==> config.mk <==
export PLATFORM = sky130hd
export DESIGN_NAME = mem_line_adapter
export DESIGN_NICKNAME = d
export VERILOG_FILES = /design/src/rtl/mem_line_adapter.sv
export SDC_FILE = /design/constraint.sdc
export NUM_CORES = 1
export LEC_CHECK = 0
export ABC_AREA = 1
export BUFFER_PORTS_ARGS = -buffer_cell sky130_fd_sc_hd__buf_2
export CAP_MARGIN = 10
export CORE_ASPECT_RATIO = 0.7
export CORE_UTILIZATION = 50
export DETAILED_ROUTE_END_ITERATION = 8
export PLACE_DENSITY = 0.84
export SYNTH_ARGS = -nofsm -noshare
export SYNTH_HDL_FRONTEND = slang
export SYNTH_SLANG_ARGS = --single-unit
export TNS_END_PERCENT = 1
==> constraint.sdc <==
create_clock -name clk -period 2.4 [get_ports clk]
set_clock_uncertainty 0.1 [all_clocks]
set_input_delay 0.48 -clock clk [delete_from_list [all_inputs] [get_ports clk]]
set_output_delay 0.48 -clock clk [all_outputs]
set_load 0.01 [all_outputs]
==> src/rtl/mem_line_adapter.sv <==
// Line-to-word adapter: turns one multi-word line request into a burst of
// single-word SRAM accesses, with an idle-time preload port for the SRAM.
module mem_line_adapter #(
   parameter int LINE_WORDS = 4,
   parameter int WORD_W     = 32,
   parameter int ADDR_W     = 20,
   parameter int SRAM_AW    = 6,
   parameter int SRAM_LAT   = 1
) (
   input  logic                         clk,
   input  logic                         reset,
   input  logic                         req_valid,
   output logic                         req_ready,
   input  logic                         req_we,
   input  logic [ADDR_W-1:0]            req_addr,
   input  logic [LINE_WORDS*WORD_W-1:0] req_wdata,
   input  logic                         abort,
   output logic                         resp_valid,
   output logic [LINE_WORDS*WORD_W-1:0] resp_rdata,
   input  logic                         load_en,
   input  logic [ADDR_W-1:0]            load_addr,
   input  logic [WORD_W-1:0]            load_data,
   output logic                         sram_csb,
   output logic                         sram_web,
   output logic [SRAM_AW-1:0]           sram_addr,
   output logic [WORD_W-1:0]            sram_din,
   input  logic [WORD_W-1:0]            sram_dout
);

   localparam int CW = $clog2(LINE_WORDS + SRAM_LAT) + 1;
   localparam int IW = $clog2(LINE_WORDS);

   localparam logic [1:0] IDLE  = 2'd0;
   localparam logic [1:0] WRITE = 2'd1;
   localparam logic [1:0] READ  = 2'd2;
   localparam logic [1:0] DRAIN = 2'd3;

   logic [1:0]                          state;
   logic [CW-1:0]                       k;
   logic [SRAM_AW-1:0]                  addr_q;
   logic [LINE_WORDS-1:0][WORD_W-1:0]   wdata_q;
   logic [LINE_WORDS-1:0][WORD_W-1:0]   shadow;
   logic [LINE_WORDS-1:0][WORD_W-1:0]   next_line;
   logic [CW-1:0]                       cap_idx;
   logic                                accept;
   logic                                issuing;
   logic                                load_active;
   logic                                capture;
   logic                                last_cap;
   logic                                unused_bits;

   assign req_ready   = (state == IDLE) && !load_en && !abort;
   assign accept      = req_valid && req_ready;
   assign issuing     = (state == WRITE) || (state == READ);
   assign load_active = (state == IDLE) && load_en && !reset;

   // Read data for word k arrives SRAM_LAT cycles after it was issued, so the
   // word captured in counter cycle k is word k-SRAM_LAT.
   assign cap_idx  = k - CW'(SRAM_LAT);
   assign capture  = ((state == READ) || (state == DRAIN)) && (k >= CW'(SRAM_LAT));
   assign last_cap = capture && (cap_idx == CW'(LINE_WORDS - 1));

   assign unused_bits = ^{req_addr[ADDR_W-1:SRAM_AW], load_addr[ADDR_W-1:SRAM_AW],
                          cap_idx[CW-1:IW]};

   always_comb begin
      next_line = shadow;
      if (capture)
         next_line[cap_idx[IW-1:0]] = sram_dout;
   end

   always_comb begin
      sram_csb  = 1'b1;
      sram_web  = 1'b1;
      sram_addr = '0;
      sram_din  = '0;
      if (issuing && !reset) begin
         sram_csb  = 1'b0;
         sram_web  = (state == READ);
         sram_addr = addr_q + SRAM_AW'(k);
         sram_din  = (state == WRITE) ? wdata_q[k[IW-1:0]] : '0;
      end else if (load_active) begin
         sram_csb  = 1'b0;
         sram_web  = 1'b0;
         sram_addr = load_addr[SRAM_AW-1:0];
         sram_din  = load_data;
      end
   end

   // Abort wins over completion, so a cancelled line never produces a response.
   always_ff @(posedge clk) begin
      if (reset) begin
         state      <= IDLE;
         k          <= '0;
         addr_q     <= '0;
         wdata_q    <= '0;
         shadow     <= '0;
         resp_valid <= 1'b0;
         resp_rdata <= '0;
      end else begin
         resp_valid <= 1'b0;
         if (capture)
            shadow <= next_line;
         case (state)
            IDLE: begin
               if (accept) begin
                  addr_q  <= req_addr[SRAM_AW-1:0];
                  wdata_q <= req_wdata;
                  k       <= '0;
                  state   <= req_we ? WRITE : READ;
               end
            end
            WRITE: begin
               if (abort) begin
                  state <= IDLE;
                  k     <= '0;
               end else if (k == CW'(LINE_WORDS - 1)) begin
                  state      <= IDLE;
                  k          <= '0;
                  resp_valid <= 1'b1;
               end else begin
                  k <= k + CW'(1);
               end
            end
            READ: begin
               if (abort) begin
                  state <= IDLE;
                  k     <= '0;
               end else begin
                  k <= k + CW'(1);
                  if (k == CW'(LINE_WORDS - 1))
                     state <= DRAIN;
               end
            end
            DRAIN: begin
               if (abort) begin
                  state <= IDLE;
                  k     <= '0;
               end else if (last_cap) begin
                  state      <= IDLE;
                  k          <= '0;
                  resp_valid <= 1'b1;
                  resp_rdata <= next_line;
               end else begin
                  k <= k + CW'(1);
               end
            end
            default: begin
               state <= IDLE;
               k     <= '0;
            end
         endcase
      end
   end

endmodule

======== Word-level counts from Yosys, hierarchy flattened ========
Index checks and enable logic that the tools add are counted.
cells by class
  $add $sub $neg .......................... 3
  order comparisons ....................... 4
  equal/unequal tests ..................... 9
  multiplexer cells ....................... 35
  bitwise operators ....................... 1
  reductions and logical operators ........ 18
operators with widths
  kind                                                 number
  2-to-1 mux 32 bit                                    5
  bitwise mux 128 bit                                  1
  2-to-1 mux 128 bit                                   1
  binary-select mux 32 bit (select 2 bit)              1
  demux 32 bit (select 2 bit)                          1
  2-to-1 mux 4 bit                                     6
  2-to-1 mux 2 bit                                     8
  one-hot mux 4 bit (4 select lines)                   1
  2-to-1 mux 6 bit                                     2
  logical AND 1 bit                                    9
  equality test 4 x 2 -> 1 bit, second input constant  2
  one-hot mux 2 bit (4 select lines)                   1
  2-to-1 mux 1 bit                                     7
  adder 6 x 4 -> 6 bit                                 1
  < comparator 2 x 3 -> 1 bit, second input constant   2
  != test 3 x 2 -> 1 bit, second input constant        2
  adder 4 x 1 -> 4 bit, second input constant          1
  equality test 2 bit, second input constant           2
  >= comparator 4 x 1 -> 1 bit, second input constant  1
  AND reduction 4 bit                                  1
  subtractor 4 x 1 -> 4 bit, second input constant     1
  zero test 1 bit                                      3
  != test 3 bit, second input constant                 1
  AND reduction 3 bit                                  1
  8 further kinds                                      9
word-level totals
  register bits ........................... 397
  logic and storage cells ................. 83

======== Logic depth before layout (Yosys ltp) ========
  depth in word-level cells ............... 7
  depth in mapped cells ................... 15

======== Worst setup path before layout ========
OpenSTA, ideal clock, no wires.
  path kind ............................... flip-flop to output port
  start point ............................. register k[1]
  end point ............................... output port sram_addr[4]
  data arrival time ....................... 1.740 ns
  data required time ...................... 1.820 ns
  setup slack ............................. 0.080 ns
  cell stages (with the launch flop) ...... 10
  buffers on the path ..................... 2
  cells stage by stage .................... dfxtp_1 > buf_6 > inv_1 > clkbuf_1 > fa_1 > inv_1 > nand3_1 > nand2_1 > nand2_1 > a32o_1
between the ends
  word-level cells in the longest chain between the ends .. 2
ends and longest elaborated chain
  element                 line  source
  start, declared         39    logic [CW-1:0] k;
  start signal, assigned  122   k <= k + CW'(1);
  start signal, assigned  130   k <= k + CW'(1);
  start signal, assigned  145   k <= k + CW'(1);
  adder 6 x 4 -> 6 bit    80    sram_addr = addr_q + SRAM_AW'(k);
  2-to-1 mux 6 bit        77    if (issuing && !reset) begin
  end, declared           25    output logic [SRAM_AW-1:0] sram_addr,
Every way passes these cells.

======== Worst setup path after layout ========
  start point ............................. register k[0]
  end point ............................... output port sram_addr[4]
Same word-level chain as after synthesis.

==> results by group <==
Route
  • DR DRC count: 0
  • Post-DRT Antenna Nets: 0
  • 1st-pass router iterations: 6
  • Vias: 17900
  • 1st-iter DRT viols: around 2100
  • Drt total wl: about 56000 um
  • Avg WL per Cell: roughly 17 um
  • DR vias/cell: roughly 5.5

Cells and area
  • Area grow syn2layout: 23.0%
  • Register area: 0.00796 mm2
  • Share of layout cells above drive strength 1: 23.2%
  • Final Cell Area: 0.0215 mm2
  • Footprint of the multi-input gates: between 0.008 and 0.009 mm2
  • Fill count: approximately 3000
  • Non-Filler Instances: between 3000 and 4000
  • Nets: between 3000 and 4000

Timing
  • Pins Over Slew Limit: 0
  • FMAX: about 380 MHz
  • Slew headroom: 39.7%
  • Fin crit share: 110%
  • Hold Vio Cnt, Final: 0
  • Setup WS post-layout: -0.245 ns
  • # setup viols final: 40
  • Final worst path period need: approximately 2.6 ns
  • Worst Tran Pin Value: 0.905 ns
  • RSZ-0062 raised after global routing: true

Die
  • Rows: 56
  • Core Footprint: between 0.03 and 0.04 mm2
  • Die height: 158 um
  • Die W: 225 um
  • IO Count: between 400 and 500
  • Die area: 0.0357 mm2
  • Initial Util: 51.5%

Clock network
  • CTS Buf Count: 39
  • Clk buf depth: 3
  • Clock tree sinks: around 400
  • Root buffer cell: clkbuf_16
  • Reg clk slew, reported paths: 0.06 ns
  • Worst-Skew Late Latency: around 0.53 ns
  • H-tree depth: 2
  • CTS tree: yes
  • Hold buffer count at cts: 0

Pwr
  • Power after layout: about 15 mW
  • Clk network pwr share: 41.1%
  • Sw Pwr: 4.15 mW
  • Comb pwr share: between 10% and 20%
  • VDD IR-drop max: between 400 and 500 uV
  • Seq pwr share: 44.7%
  • Pleak: slightly above 9 nW
  • Power Internal: about 11 mW
  • Power Density: between 700 and 800 mW/mm2
  • Net Sw Frac: between 20% and 30%

Run status
  • Failing checks: setup timing
  • Status: finished with violations

Yosys
  • Synth top area share: 45.5%
  • Number of flops mapped to enable cells by yosys: 0
  • Synth top area cells: dfxtp_1, nor2_1, nand2_1
  • Most frequent cell after synthesis: nor2_1
  • Post-synthesis area per instance: roughly 7.1 um2
  • Yosys reg bits: ~400
  • Gate count after technology mapping: 2452
  • Post-synthesis sequential area ratio: between 40% and 50%
  • Synth Warn #: 0
  • Synth top cells by count: nor2_1, nand2_1, dfxtp_1
  • Syn nets: 2705
  • Biggest area consumer among synthesized cells: dfxtp_1
  • Synthesized area: ~0.017 mm2
  • Distinct cell type count of the synthesized netlist: 38
  • Synth async-reset ratio: 0%
  • Main flop type after synthesis: dfxtp_1

GRT
  • Gr usage total: about 30%
  • First-pass GRT wire length: 85700 um
  • Initial antenna violation count: 6
  • GRT overflow: 0
  • Number of global-route vias before repair: around 16000
  • Largest net degree at the start of global routing: just under 200

Critical path
  • FF-to-FF path depth: 12
  • Reg2Reg Launch Point: k[0]
  • Worst reg2reg endpoint: resp_rdata[82]
  • CP arrival: 2.06 ns
  • CP startpoint: k[0]
  • WS Path Type: reg -> out
  • CP Capture Type: output port
  • Worst endpoint required time: around 1.8 ns
  • Setup crit start kind: flop
  • R2r setup slk: around 0.090 ns
  • CP max FO: 4
  • Setup crit end: sram_addr[4]

Placed design
  • Placer congestion estimate: 0.966
  • HPWL after DPL: 36500 um
  • Place WS: slightly above 0.1 ns
  • Area after DPL: between 0.015 and 0.02 mm2
  • Port Buffers: approximately 380
  • Dpl cells: between 3000 and 4000

Flow run
  • Total of max-cap violations: 0

Hold path
  • Worst Hold Class: in -> reg
  • Hold_sp: req_wdata[29]
==> per-stage QoR <==
stage	hold slack (ns)	util [%]	TNS (ns)
floorplan	0.346	-	0
global placement	0.356	58.0	0
detailed placement	0.361	58.0	0
CTS	0.0813	62.8	-8.33
global route	0.0964	63.4	-9.49
finish	0.102	63.4	-6.38
==> registers in the layout (all words and copies together) (netlist names) <==
signal and count:
resp_rdata 128, shadow 128, wdata_q 128, addr_q 6, k 4, state 2, resp_valid 1
==> layout make-up <==
class	instances	area share, %
timing repair buffer	445	13.4
multi-input combinational	1713	37.8
clock buffer	60	5.47
antenna	5	0.0582
tap	464	2.70
clock inverter	11	0.693
sequential	397	37.0
inverter	157	2.81
==> what timing repair did <==
item                       in CTS  in global routing
gates resized for setup        50                 46
setup endpoints to repair      41                 40
buffers inserted                5                  4
cloned                          3                  2
pin swaps                      10                 15
==> cells in the final DEF, fill, tap and decap left out, drive strengths merged <==
cell,synthesis,final
nor3,2,2
o22ai,32,32
buf,99,442
bufinv,0,3
ha,14,14
o21bai,2,2
nand3b,1,1
clkbuf,86,63
clkinv,0,8
inv,157,157
nor2,481,481
o21ai,299,299
xor2,3,3
xnor2,1,1
a22o,2,2
nand3,143,143
fa,1,1
nand2,418,418
a32o,1,1
or2,32,32
dfxtp,397,397
diode,0,5
a21oi,281,281
==> how the worst min path moves through the flow <==
| stage | end | depth (start not counted) | slack [ns] |
|---|---|---|---|
| final | wdata_q[29] | 3 | 0.10 |
| after global routing | wdata_q[19] | 3 | 0.1 |
| after CTS | wdata_q[89] | 3 | 0.08 |
| after detailed placement | shadow[111] | 2 | 0.36 |
| after global placement | shadow[114] | 2 | 0.36 |
| after floorplan | shadow[110] | 2 | 0.35 |
==> cell families after synthesis <==
logic type	share of synthesized area (%)
and+or+nand+nor	25.6
AOI/OAI and AO/OA	18.4
DFF	45.5
buffers and inverters	9.18
adders and majority gates	1.12
xor gates and xnor gates	0.201
==> power groups by stage <==
stage	Clock, mW	Combinational [mW]	Sequential (mW)
after floorplan	0	1.17	7.01
after CTS	6.42	2.03	6.90
final	6.35	2.20	6.91
after global placement	0	1.85	7.03
after global routing	6.71	2.37	6.92
after detailed placement	0	1.88	7.04
==> layer usage <==
| metal | track usage, % | wire, um | up-vias |
|---|---|---|---|
| li1 | - | - | 8534 |
| met1 | 41.3 | 24100 | 8272 |
| met2 | 46.2 | 24800 | 904 |
| met3 | 5.48 | 4720 | 178 |
| met4 | 13.4 | 2340 | 2 |
| met5 | 0 | 13 | - |
==> critical path, cell delays in order (launching register included) <==
cell and delay, ns:
dfxtp_4 0.39, ha_4 0.14, inv_2 0.03, fa_2 0.35, inv_2 0.06, nand3_2 0.06, nand2_1 0.07, nand2_1 0.05
a32o_2 0.24, buf_6 0.13
No activity file was read; power rests on OpenSTA's default activity.
